File: config.mk
export PLATFORM = sky130hd
export DESIGN_NAME = multi_cycle_ctrl_flat
export DESIGN_NICKNAME = d
export VERILOG_FILES = /design/src/rtl/multi_cycle_ctrl_pkg.sv /design/src/rtl/multi_cycle_ctrl_if.sv /design/src/rtl/multi_cycle_ctrl_decode.sv /design/src/rtl/multi_cycle_ctrl.sv /design/src/flat_wrapper.sv
export SDC_FILE = /design/constraint.sdc
export NUM_CORES = 1
export LEC_CHECK = 0
export BUFFER_PORTS_ARGS = -buffer_cell sky130_fd_sc_hd__buf_2
export CAP_MARGIN = 15
export CELL_PAD_IN_SITES_DETAIL_PLACEMENT = 0
export CELL_PAD_IN_SITES_GLOBAL_PLACEMENT = 1
export CORE_ASPECT_RATIO = 1.25
export CORE_MARGIN = 2
export CORE_UTILIZATION = 38
export DETAILED_ROUTE_END_ITERATION = 12
export GPL_ROUTABILITY_DRIVEN = 0
export MAX_ROUTING_LAYER = met4
export PLACE_DENSITY = 0.79
export SYNTH_ARGS = -nofsm -noshare
export SYNTH_HDL_FRONTEND = slang
export SYNTH_SLANG_ARGS = --single-unit
File: constraint.sdc
create_clock -name clk -period 2.67 [get_ports clk]
set_clock_uncertainty 0.1 [all_clocks]
set_input_delay 0.534 -clock clk [delete_from_list [all_inputs] [get_ports clk]]
set_output_delay 0.534 -clock clk [all_outputs]
set_load 0.01 [all_outputs]
File: src/rtl/multi_cycle_ctrl_pkg.sv
// Shared definitions for the multi-cycle control unit: opcodes, functs,
// ALU operation codes, FSM state encodings and mux select encodings.
package multi_cycle_ctrl_pkg;

  typedef enum logic [3:0] {
    S_FETCH, S_DECODE, S_EXEC, S_WB_ALU, S_ADDR,
    S_MEM, S_WB_MEM, S_BRANCH, S_JUMP
  } state_t;

  typedef enum logic [4:0] {
    ALU_ADD  = 5'b00000,
    ALU_ADDU = 5'b00001,
    ALU_SUBU = 5'b00010,
    ALU_AND  = 5'b00011,
    ALU_OR   = 5'b00100,
    ALU_SLT  = 5'b00101,
    ALU_LUI  = 5'b00110
  } aluop_t;

  typedef enum logic [2:0] {
    CLS_R, CLS_I, CLS_LW, CLS_SW, CLS_BEQ, CLS_J, CLS_ILL
  } iclass_t;

  localparam logic [5:0] OP_RTYPE = 6'b000000;
  localparam logic [5:0] OP_J     = 6'b000010;
  localparam logic [5:0] OP_BEQ   = 6'b000100;
  localparam logic [5:0] OP_ADDI  = 6'b001000;
  localparam logic [5:0] OP_ADDIU = 6'b001001;
  localparam logic [5:0] OP_ANDI  = 6'b001100;
  localparam logic [5:0] OP_ORI   = 6'b001101;
  localparam logic [5:0] OP_LUI   = 6'b001111;
  localparam logic [5:0] OP_LW    = 6'b100011;
  localparam logic [5:0] OP_SW    = 6'b101011;

  localparam logic [5:0] FN_ADD  = 6'b100000;
  localparam logic [5:0] FN_ADDU = 6'b100001;
  localparam logic [5:0] FN_SUBU = 6'b100011;
  localparam logic [5:0] FN_AND  = 6'b100100;
  localparam logic [5:0] FN_OR   = 6'b100101;
  localparam logic [5:0] FN_SLT  = 6'b101010;

  localparam logic [1:0] PC_SRC_ALU    = 2'b00;
  localparam logic [1:0] PC_SRC_ALUOUT = 2'b01;
  localparam logic [1:0] PC_SRC_JUMP   = 2'b10;

  localparam logic [1:0] ALUB_RT     = 2'b00;
  localparam logic [1:0] ALUB_FOUR   = 2'b01;
  localparam logic [1:0] ALUB_IMM    = 2'b10;
  localparam logic [1:0] ALUB_BRANCH = 2'b11;

endpackage

File: src/rtl/multi_cycle_ctrl_if.sv
// Control bundle between the multi-cycle controller and the datapath/memory.
interface multi_cycle_ctrl_if #(parameter int CNT_W = 32);
  logic [5:0]       op;
  logic [5:0]       funct;
  logic             zero;
  logic             mem_ready;
  logic             mem_req;
  logic             mem_we;
  logic             iord;
  logic             ir_write;
  logic             pc_write;
  logic [1:0]       pc_src;
  logic             reg_write;
  logic             reg_dst;
  logic             mem_to_reg;
  logic             alu_src_a;
  logic [1:0]       alu_src_b;
  logic             if_extend;
  logic [4:0]       aluop;
  logic             illegal;
  logic [CNT_W-1:0] retired;

  modport slave (
    input  op, funct, zero, mem_ready,
    output mem_req, mem_we, iord, ir_write, pc_write, pc_src, reg_write,
           reg_dst, mem_to_reg, alu_src_a, alu_src_b, if_extend, aluop,
           illegal, retired
  );

  modport master (
    output op, funct, zero, mem_ready,
    input  mem_req, mem_we, iord, ir_write, pc_write, pc_src, reg_write,
           reg_dst, mem_to_reg, alu_src_a, alu_src_b, if_extend, aluop,
           illegal, retired
  );
endinterface

File: src/rtl/multi_cycle_ctrl_decode.sv
// Instruction decoder: classifies op/funct and picks the ALU operation and
// immediate extension used in the execute/address cycles.
module multi_cycle_ctrl_decode
  import multi_cycle_ctrl_pkg::*;
(
  input  logic [5:0] op,
  input  logic [5:0] funct,
  output iclass_t    iclass,
  output aluop_t     aluop,
  output logic       if_extend,
  output logic       legal
);

  // Opcode/funct lookup; unknown encodings fall through to CLS_ILL.
  always_comb begin
    iclass    = CLS_ILL;
    aluop     = ALU_ADDU;
    if_extend = 1'b0;
    case (op)
      OP_RTYPE: begin
        iclass = CLS_R;
        case (funct)
          FN_ADD:  aluop = ALU_ADD;
          FN_ADDU: aluop = ALU_ADDU;
          FN_SUBU: aluop = ALU_SUBU;
          FN_AND:  aluop = ALU_AND;
          FN_OR:   aluop = ALU_OR;
          FN_SLT:  aluop = ALU_SLT;
          default: iclass = CLS_ILL;
        endcase
      end
      OP_ADDI:  begin iclass = CLS_I; aluop = ALU_ADD;  if_extend = 1'b1; end
      OP_ADDIU: begin iclass = CLS_I; aluop = ALU_ADDU; if_extend = 1'b1; end
      OP_ANDI:  begin iclass = CLS_I; aluop = ALU_AND; end
      OP_ORI:   begin iclass = CLS_I; aluop = ALU_OR; end
      OP_LUI:   begin iclass = CLS_I; aluop = ALU_LUI; end
      OP_LW:    begin iclass = CLS_LW; if_extend = 1'b1; end
      OP_SW:    begin iclass = CLS_SW; if_extend = 1'b1; end
      OP_BEQ:   begin iclass = CLS_BEQ; aluop = ALU_SUBU; end
      OP_J:     iclass = CLS_J;
      default:  iclass = CLS_ILL;
    endcase
    legal = (iclass != CLS_ILL);
  end

endmodule

File: src/rtl/multi_cycle_ctrl.sv
// Multi-cycle MIPS control FSM sequencing a shared ALU, memory port and
// register file, plus a retired-instruction counter.
//
// state    | meaning
// FETCH    | read instruction at PC, PC <= PC+4 on mem_ready
// DECODE   | ALUOut <= branch target, dispatch on instruction class
// EXEC     | ALU op on rs and rt/imm
// WB_ALU   | write ALUOut to rd (R) or rt (I)
// ADDR     | ALUOut <= rs + sign-extended imm
// MEM      | data access at ALUOut, held until mem_ready
// WB_MEM   | write MDR to rt
// BRANCH   | compare rs/rt, PC <= ALUOut when equal
// JUMP     | PC <= jump target
module multi_cycle_ctrl
  import multi_cycle_ctrl_pkg::*;
#(
  parameter int CNT_W = 32
) (
  input  logic                 clk,
  input  logic                 rst,
  multi_cycle_ctrl_if.slave    bus
);

  state_t            state, state_nxt;
  logic [CNT_W-1:0]  retired_q;
  logic              retire;

  iclass_t dec_class;
  aluop_t  dec_aluop;
  logic    dec_ext;
  logic    dec_legal;

  logic       mem_req, mem_we, iord, ir_write, pc_write;
  logic [1:0] pc_src, alu_src_b;
  logic       reg_write, reg_dst, mem_to_reg, alu_src_a, if_extend, illegal;
  aluop_t     aluop;

  multi_cycle_ctrl_decode u_decode (
    .op        (bus.op),
    .funct     (bus.funct),
    .iclass    (dec_class),
    .aluop     (dec_aluop),
    .if_extend (dec_ext),
    .legal     (dec_legal)
  );

  // State register and retired counter; reset wins over any mem_ready.
  always_ff @(posedge clk) begin
    if (rst) begin
      state     <= S_FETCH;
      retired_q <= '0;
    end else begin
      state <= state_nxt;
      if (retire) retired_q <= retired_q + CNT_W'(1);
    end
  end

  // Next-state and control outputs from state plus decoded instruction.
  always_comb begin
    state_nxt  = state;
    retire     = 1'b0;
    mem_req    = 1'b0;
    mem_we     = 1'b0;
    iord       = 1'b0;
    ir_write   = 1'b0;
    pc_write   = 1'b0;
    pc_src     = PC_SRC_ALU;
    reg_write  = 1'b0;
    reg_dst    = 1'b0;
    mem_to_reg = 1'b0;
    alu_src_a  = 1'b0;
    alu_src_b  = ALUB_RT;
    if_extend  = 1'b0;
    aluop      = ALU_ADD;
    illegal    = 1'b0;
    case (state)
      S_FETCH: begin
        mem_req   = 1'b1;
        alu_src_b = ALUB_FOUR;
        aluop     = ALU_ADDU;
        if (bus.mem_ready) begin
          ir_write  = 1'b1;
          pc_write  = 1'b1;
          state_nxt = S_DECODE;
        end
      end
      S_DECODE: begin
        alu_src_b = ALUB_BRANCH;
        aluop     = ALU_ADDU;
        if (!dec_legal) begin
          illegal   = 1'b1;
          state_nxt = S_FETCH;
        end else begin
          case (dec_class)
            CLS_R, CLS_I:   state_nxt = S_EXEC;
            CLS_LW, CLS_SW: state_nxt = S_ADDR;
            CLS_BEQ:        state_nxt = S_BRANCH;
            default:        state_nxt = S_JUMP;
          endcase
        end
      end
      S_EXEC: begin
        alu_src_a = 1'b1;
        alu_src_b = (dec_class == CLS_R) ? ALUB_RT : ALUB_IMM;
        aluop     = dec_aluop;
        if_extend = dec_ext;
        state_nxt = S_WB_ALU;
      end
      S_WB_ALU: begin
        reg_write = 1'b1;
        reg_dst   = (dec_class != CLS_R);
        aluop     = dec_aluop;
        retire    = 1'b1;
        state_nxt = S_FETCH;
      end
      S_ADDR: begin
        alu_src_a = 1'b1;
        alu_src_b = ALUB_IMM;
        if_extend = 1'b1;
        aluop     = ALU_ADDU;
        state_nxt = S_MEM;
      end
      S_MEM: begin
        mem_req = 1'b1;
        iord    = 1'b1;
        mem_we  = (dec_class == CLS_SW);
        if (bus.mem_ready) begin
          if (dec_class == CLS_SW) begin
            retire    = 1'b1;
            state_nxt = S_FETCH;
          end else begin
            state_nxt = S_WB_MEM;
          end
        end
      end
      S_WB_MEM: begin
        reg_write  = 1'b1;
        reg_dst    = 1'b1;
        mem_to_reg = 1'b1;
        retire     = 1'b1;
        state_nxt  = S_FETCH;
      end
      S_BRANCH: begin
        alu_src_a = 1'b1;
        alu_src_b = ALUB_RT;
        aluop     = ALU_SUBU;
        pc_src    = PC_SRC_ALUOUT;
        pc_write  = bus.zero;
        retire    = 1'b1;
        state_nxt = S_FETCH;
      end
      S_JUMP: begin
        pc_write  = 1'b1;
        pc_src    = PC_SRC_JUMP;
        retire    = 1'b1;
        state_nxt = S_FETCH;
      end
      default: state_nxt = S_FETCH;
    endcase
  end

  // Reset forces every output low in the same cycle, abandoning any request.
  assign bus.mem_req    = !rst && mem_req;
  assign bus.mem_we     = !rst && mem_we;
  assign bus.iord       = !rst && iord;
  assign bus.ir_write   = !rst && ir_write;
  assign bus.pc_write   = !rst && pc_write;
  assign bus.pc_src     = rst ? 2'b00 : pc_src;
  assign bus.reg_write  = !rst && reg_write;
  assign bus.reg_dst    = !rst && reg_dst;
  assign bus.mem_to_reg = !rst && mem_to_reg;
  assign bus.alu_src_a  = !rst && alu_src_a;
  assign bus.alu_src_b  = rst ? 2'b00 : alu_src_b;
  assign bus.if_extend  = !rst && if_extend;
  assign bus.aluop      = rst ? 5'b00000 : aluop;
  assign bus.illegal    = !rst && illegal;
  assign bus.retired    = rst ? '0 : retired_q;

endmodule

File: src/flat_wrapper.sv
// flat-port wrapper written by rule: the top's interface ports become plain ports
module multi_cycle_ctrl_flat import multi_cycle_ctrl_pkg::*;
#(
  parameter int CNT_W = 32
)
  (clk, rst, bus_op, bus_funct, bus_zero, bus_mem_ready, bus_mem_req, bus_mem_we, bus_iord, bus_ir_write, bus_pc_write, bus_pc_src, bus_reg_write, bus_reg_dst, bus_mem_to_reg, bus_alu_src_a, bus_alu_src_b, bus_if_extend, bus_aluop, bus_illegal, bus_retired);
  multi_cycle_ctrl_if #(.CNT_W(CNT_W)) bus_i ();
  input  logic clk;
  input  logic rst;
  input wire logic [$bits(bus_i.op)-1:0] bus_op;
  input wire logic [$bits(bus_i.funct)-1:0] bus_funct;
  input wire logic [$bits(bus_i.zero)-1:0] bus_zero;
  input wire logic [$bits(bus_i.mem_ready)-1:0] bus_mem_ready;
  output wire logic [$bits(bus_i.mem_req)-1:0] bus_mem_req;
  output wire logic [$bits(bus_i.mem_we)-1:0] bus_mem_we;
  output wire logic [$bits(bus_i.iord)-1:0] bus_iord;
  output wire logic [$bits(bus_i.ir_write)-1:0] bus_ir_write;
  output wire logic [$bits(bus_i.pc_write)-1:0] bus_pc_write;
  output wire logic [$bits(bus_i.pc_src)-1:0] bus_pc_src;
  output wire logic [$bits(bus_i.reg_write)-1:0] bus_reg_write;
  output wire logic [$bits(bus_i.reg_dst)-1:0] bus_reg_dst;
  output wire logic [$bits(bus_i.mem_to_reg)-1:0] bus_mem_to_reg;
  output wire logic [$bits(bus_i.alu_src_a)-1:0] bus_alu_src_a;
  output wire logic [$bits(bus_i.alu_src_b)-1:0] bus_alu_src_b;
  output wire logic [$bits(bus_i.if_extend)-1:0] bus_if_extend;
  output wire logic [$bits(bus_i.aluop)-1:0] bus_aluop;
  output wire logic [$bits(bus_i.illegal)-1:0] bus_illegal;
  output wire logic [$bits(bus_i.retired)-1:0] bus_retired;
  assign bus_i.op = bus_op;
  assign bus_i.funct = bus_funct;
  assign bus_i.zero = bus_zero;
  assign bus_i.mem_ready = bus_mem_ready;
  assign bus_mem_req = bus_i.mem_req;
  assign bus_mem_we = bus_i.mem_we;
  assign bus_iord = bus_i.iord;
  assign bus_ir_write = bus_i.ir_write;
  assign bus_pc_write = bus_i.pc_write;
  assign bus_pc_src = bus_i.pc_src;
  assign bus_reg_write = bus_i.reg_write;
  assign bus_reg_dst = bus_i.reg_dst;
  assign bus_mem_to_reg = bus_i.mem_to_reg;
  assign bus_alu_src_a = bus_i.alu_src_a;
  assign bus_alu_src_b = bus_i.alu_src_b;
  assign bus_if_extend = bus_i.if_extend;
  assign bus_aluop = bus_i.aluop;
  assign bus_illegal = bus_i.illegal;
  assign bus_retired = bus_i.retired;
  multi_cycle_ctrl #(.CNT_W(CNT_W)) u_core (.clk(clk), .rst(rst), .bus(bus_i));
endmodule
# == After elaboration in Yosys (flattened, before gate mapping) ==
# Cells that the tools add are included.
# word_totals
wordCells,96
ff_bits,36
# classes
eq_ne,30
n_reduce_logical,28
addsub,1
muxes,35
# op_table
cell,count
$eq A6 B6 Y1 const B,8
$pmux W3 S6,2
$add A32 B1 Y32 const B,1
$mux W32,1
$eq A6 B4 Y1 const B,5
$pmux W4 S5,1
$eq A4 B3 Y1 const B,4
$pmux W3 S5,1
$mux W1,13
$mux W4,3
$pmux W4 S3,1
$logic_and A1 B1 Y1,11
$reduce_or A2 Y1,5
$mux W3,3
$pmux W3 S3,1
$eq A4 B2 Y1 const B,2
$pmux W2 S4,1
$reduce_or A4 Y1,2
$eq A3 B2 Y1 const B,2
$eq A6 B2 Y1 const B,1
$eq A6 B3 Y1 const B,1
$logic_not A6 Y1,1
$mux W2,3
$pmux W1 S2,3
other kinds (16),18

# == Logic depth before layout (Yosys ltp) ==
# logic_depth
depth_word,9
mapped_depth,8

# == By module ==
# From an unflattened synthesis, not the netlist that was laid out.
# unflattened
cells_unflattened,358
hier_area_um2,2697.6
# modules_own_cells
module,instances,area_each_um2,seq_area_each_um2,cells_each
multi_cycle_ctrl,1,2289.7,720.7,297
multi_cycle_ctrl_decode,1,407.9,0.0,61

# == Worst setup path before layout ==
# No wires, ideal clock.
# synth_timing
path_type,in2out
start,in bus_op[5]
end,out bus_aluop[2]
required_time_ns,2.036
path_stages,5
path_slack_ns,-0.192
arrival_ns,2.228
cell_sequence,buf_4 or4_1 nor3_1 o211ai_1 a2111oi_0
# synth_between
elab_chain_cells,4
elab_cells_between_ends,9
classes_between,eq/ne: 5; mux: 3; reduce/logical: 1
# synth_rtl
element,line,source
from (decl),flat_wrapper.sv:10,input wire logic [$bits(bus_i.op)-1:0] bus_op;
$eq A6 B3 Y1 (tied with other cells),multi_cycle_ctrl_decode.sv:19,case (op)
$pmux W3 S6 *,multi_cycle_ctrl_decode.sv:19,
$pmux W3 S3 *,multi_cycle_ctrl.sv:76,case (state)
$mux W3 *,multi_cycle_ctrl.sv:175,assign bus.aluop = rst ? 5'b00000 : aluop;
to (decl),flat_wrapper.sv:26,output wire logic [$bits(bus_i.aluop)-1:0] bus_aluop;
# Every way passes the cells marked *; elsewhere a longest branch is shown, timed or not.

# == Worst setup path in the final report ==
# Same ends and word-level chain as after synthesis.

==> results.cfg <==
[run_status]
status = finished, final reports clean

[cts]
cts_made_buffers = 5
cts_tree = yes
cts_buffer_depth = 2
path_clk_slew_ns = 0.07
insertion_delay_ns = 0.29
htreeDepth = 2
cts_root_buffer = clkbuf_8
cts.sinks = 36

[final_layout]
final_net_count = 431
multi_input_area_sq_mm = 0.001828
n_fill_cell = 737
final_cell_mix = 63 x buf_2, 39 x nor2_1, 36 x dfxtp_1
diodes = 0
area_growth_pct = 21.93
regArea_sq_um = 720.7
drive_gt1_share_pct = 26.51
final_core_util_pct = 47.44
layout_commonest_cell = buf_2

[timing]
slew_headroom_pct = 59.65
finalSetupViolations = 0
finalMaxSlewViolations = 0
grt_setup_unrepaired = yes
timing.final.crit_share_pct = 97.48
fmax_mhz = 384.2
final.setup.tns_ns = 0
period_needed_ns = 2.603
tightest_slew_ns = 0.6052
finalHoldViolations = 0

[placed_design]
port_buffers = 65
dp_hpwl_um = 5074

[route]
wl_per_cell_um = 13.80
wl_um = 6967
drt_iter0_markers = 86
dr_total_vias = 2754
first_pass_iters = 4
drc = 0
via_per_inst = 5.453
ant_nets = 0

[power]
p_int_mw = 0.8710
p_seq_share_pct = 46.4
comb_power_share_pct = 12.3
swShare_pct = 25.64
p_leak_nw = 1.308
peakVddDrop_v = 0.0003459
power.share.clock_pct = 41.3
switchingPower_mw = 0.3004
powerDensity_mw_per_mm2 = 358.3

[global_routing]
antenna_found_initial = 0
grtUsageTotal_pct = 18.57
overflow = 0
grt_max_degree = 65
grt_pass1_vias = 2559
grt_pass1_wl_um = 11650

[synth]
synth_edf_count = 0
synth_simple_gate_area_share_pct = 38.08
synth_fa_ha_area_share_pct = 0.4666
ys_seq_area_share_pct = 26.88
muxShareOfSynthArea_pct = 2.473
synth_compound_area_share_pct = 20.53
synth_top_family_by_area = simple AND/OR/NAND/NOR gates
synth_area_sq_mm = 0.002681
netlist.area_leader.share_pct = 26.88
synthArstFlopShare_pct = 0
synth_ff_type = dfxtp_1
synthXorXnorAreaFrac_pct = 5.553
synth_cells = 353
synth_top_area_cell = dfxtp_1
ys_warn_count = 0
synth-seq-cells = 36
syn_area_per_cell_sq_um = 7.596
synth_area_leaders = dfxtp_1 27%, nor2b_1 7.2%, nor2_1 5.5%, a21oi_1 3.7%, xnor2_1 3.6%
synthDistinctLibCells = 58

[floorplanning]
start_util_pct = 38.91
ios = 68
dieArea_sq_mm = 0.007748
rows = 34
placeableCoreArea_sq_mm = 0.006892
chipWidth_um = 79.13
die_height_um = 97.92

[worst_setup_path]
worst_path_largest_cell_delay_ns = 0.55
ff2ff_setup_slack_ns = 0.40
crit_path_end_kind = primary output
worst-path-max-fanout = 3
crit_arrival_ns = 1.97
start_kind = input pin
critPathKind = in -> out
slowest_stage = or4_4
crit_chain = buf_6 -> or4_4 -> nor3_4 -> o211ai_1 -> a2111oi_2 -> buf_2
cp.required_ns = 2.04

[flow_run]
drv_cap = 0

[min_path]
hold_class = reg -> reg
-- cells by family after synthesis --
logic type               Yosys count
AO/OA/AOI/OAI                     78
XOR/XNOR                          17
adder cells (fa/ha/maj)            1
buffers and inverters             35
flip-flops                        36
multiplexers                       6
other                              1
AND/OR/NAND/NOR                  179
-- what timing repair did --
action / 4_1_cts / 5_1_grt
pin swaps: 4 / 3
setup buffers: 1 / 0
hold endpoints to repair: 0 / 0
hold buffers: 0 / 0
gates resized for setup: 4 / 3
setup endpoints to repair: 3 / 4
-- state kept, by name (all words and copies together) (netlist names) --
register / cells
u_core.retired_q: 32
u_core.state: 4
-- cell usage after synthesis (6+ instances only) --
cell type / number
nor2_1: 39
dfxtp_1: 36
nor2b_1: 31
nand2_1: 21
a21oi_1: 20
clkbuf_1: 18
nor3_1: 16
o21ai_0: 15
xnor2_1: 11
or4_1: 10
nand3_1: 9
nand4_1: 8
o31ai_1: 8
and4_1: 7
inv_1: 7
and3_1: 6
xor2_1: 6
-- power groups by stage --
stage               Clock (mW)  Combinational, mW  Sequential (mW)
global placement             0              0.138            0.555
global route             0.521              0.161            0.544
detailed placement           0              0.140            0.556
finish                   0.484              0.144            0.543
floorplan                    0             0.0941            0.553
CTS                      0.498              0.143            0.543
-- stage by stage --
step	total power, mW	area, sq um	setup slack [ns]	hold WS, ns	std cells
finish	1.171	3269	0.06737	0.3894	505
global route	1.225	3269	-0.01769	0.4194	505
CTS	1.183	3263	0.01007	0.3880	505
detailed placement	0.6951	3123	-0.1648	0.3750	496
global placement	0.6934	3123	-0.1538	0.3726	496
floorplan	0.6467	2691	0.01903	0.3504	354
-- area by class of cell --
type / instances / area share (%)
clock inverter: 3 / 1.301
clock buffer: 5 / 2.105
multi-input combinational: 283 / 55.91
inverter: 7 / 0.8037
sequential: 36 / 22.04
tap: 90 / 3.444
timing repair buffer: 81 / 14.39
-- routing by layer --
metal | global-route usage [%] | part of all wire [%] | wire [um]
met1 | 22.67 | 44 | 3050
met2 | 31.10 | 50 | 3461
met3 | 2.588 | 4.5 | 314
met4 | 6.499 | 2.0 | 141
met5 | - | 0 | 0
-- worst paths after layout --
check                                                          to                               from  cells past startpoint
worst max register to register  u_core.retired_q[16]$_SDFFE_PP0P_       u_core.state[3]$_SDFFE_PP0P_                      5
worst min-delay path            u_core.retired_q[26]$_SDFFE_PP0P_  u_core.retired_q[26]$_SDFFE_PP0P_                      2
worst min register to register  u_core.retired_q[26]$_SDFFE_PP0P_  u_core.retired_q[26]$_SDFFE_PP0P_                      2
worst max-delay path                                 bus_aluop[2]                          bus_op[5]                      6
-- worst max-delay path: cells and delay by family --
kind	cells	cell delay (ns)
simple gates	2	0.72
buf+inv	2	0.27
compound gates	2	0.45
Note: power is estimated with default switching activity, not from simulation.
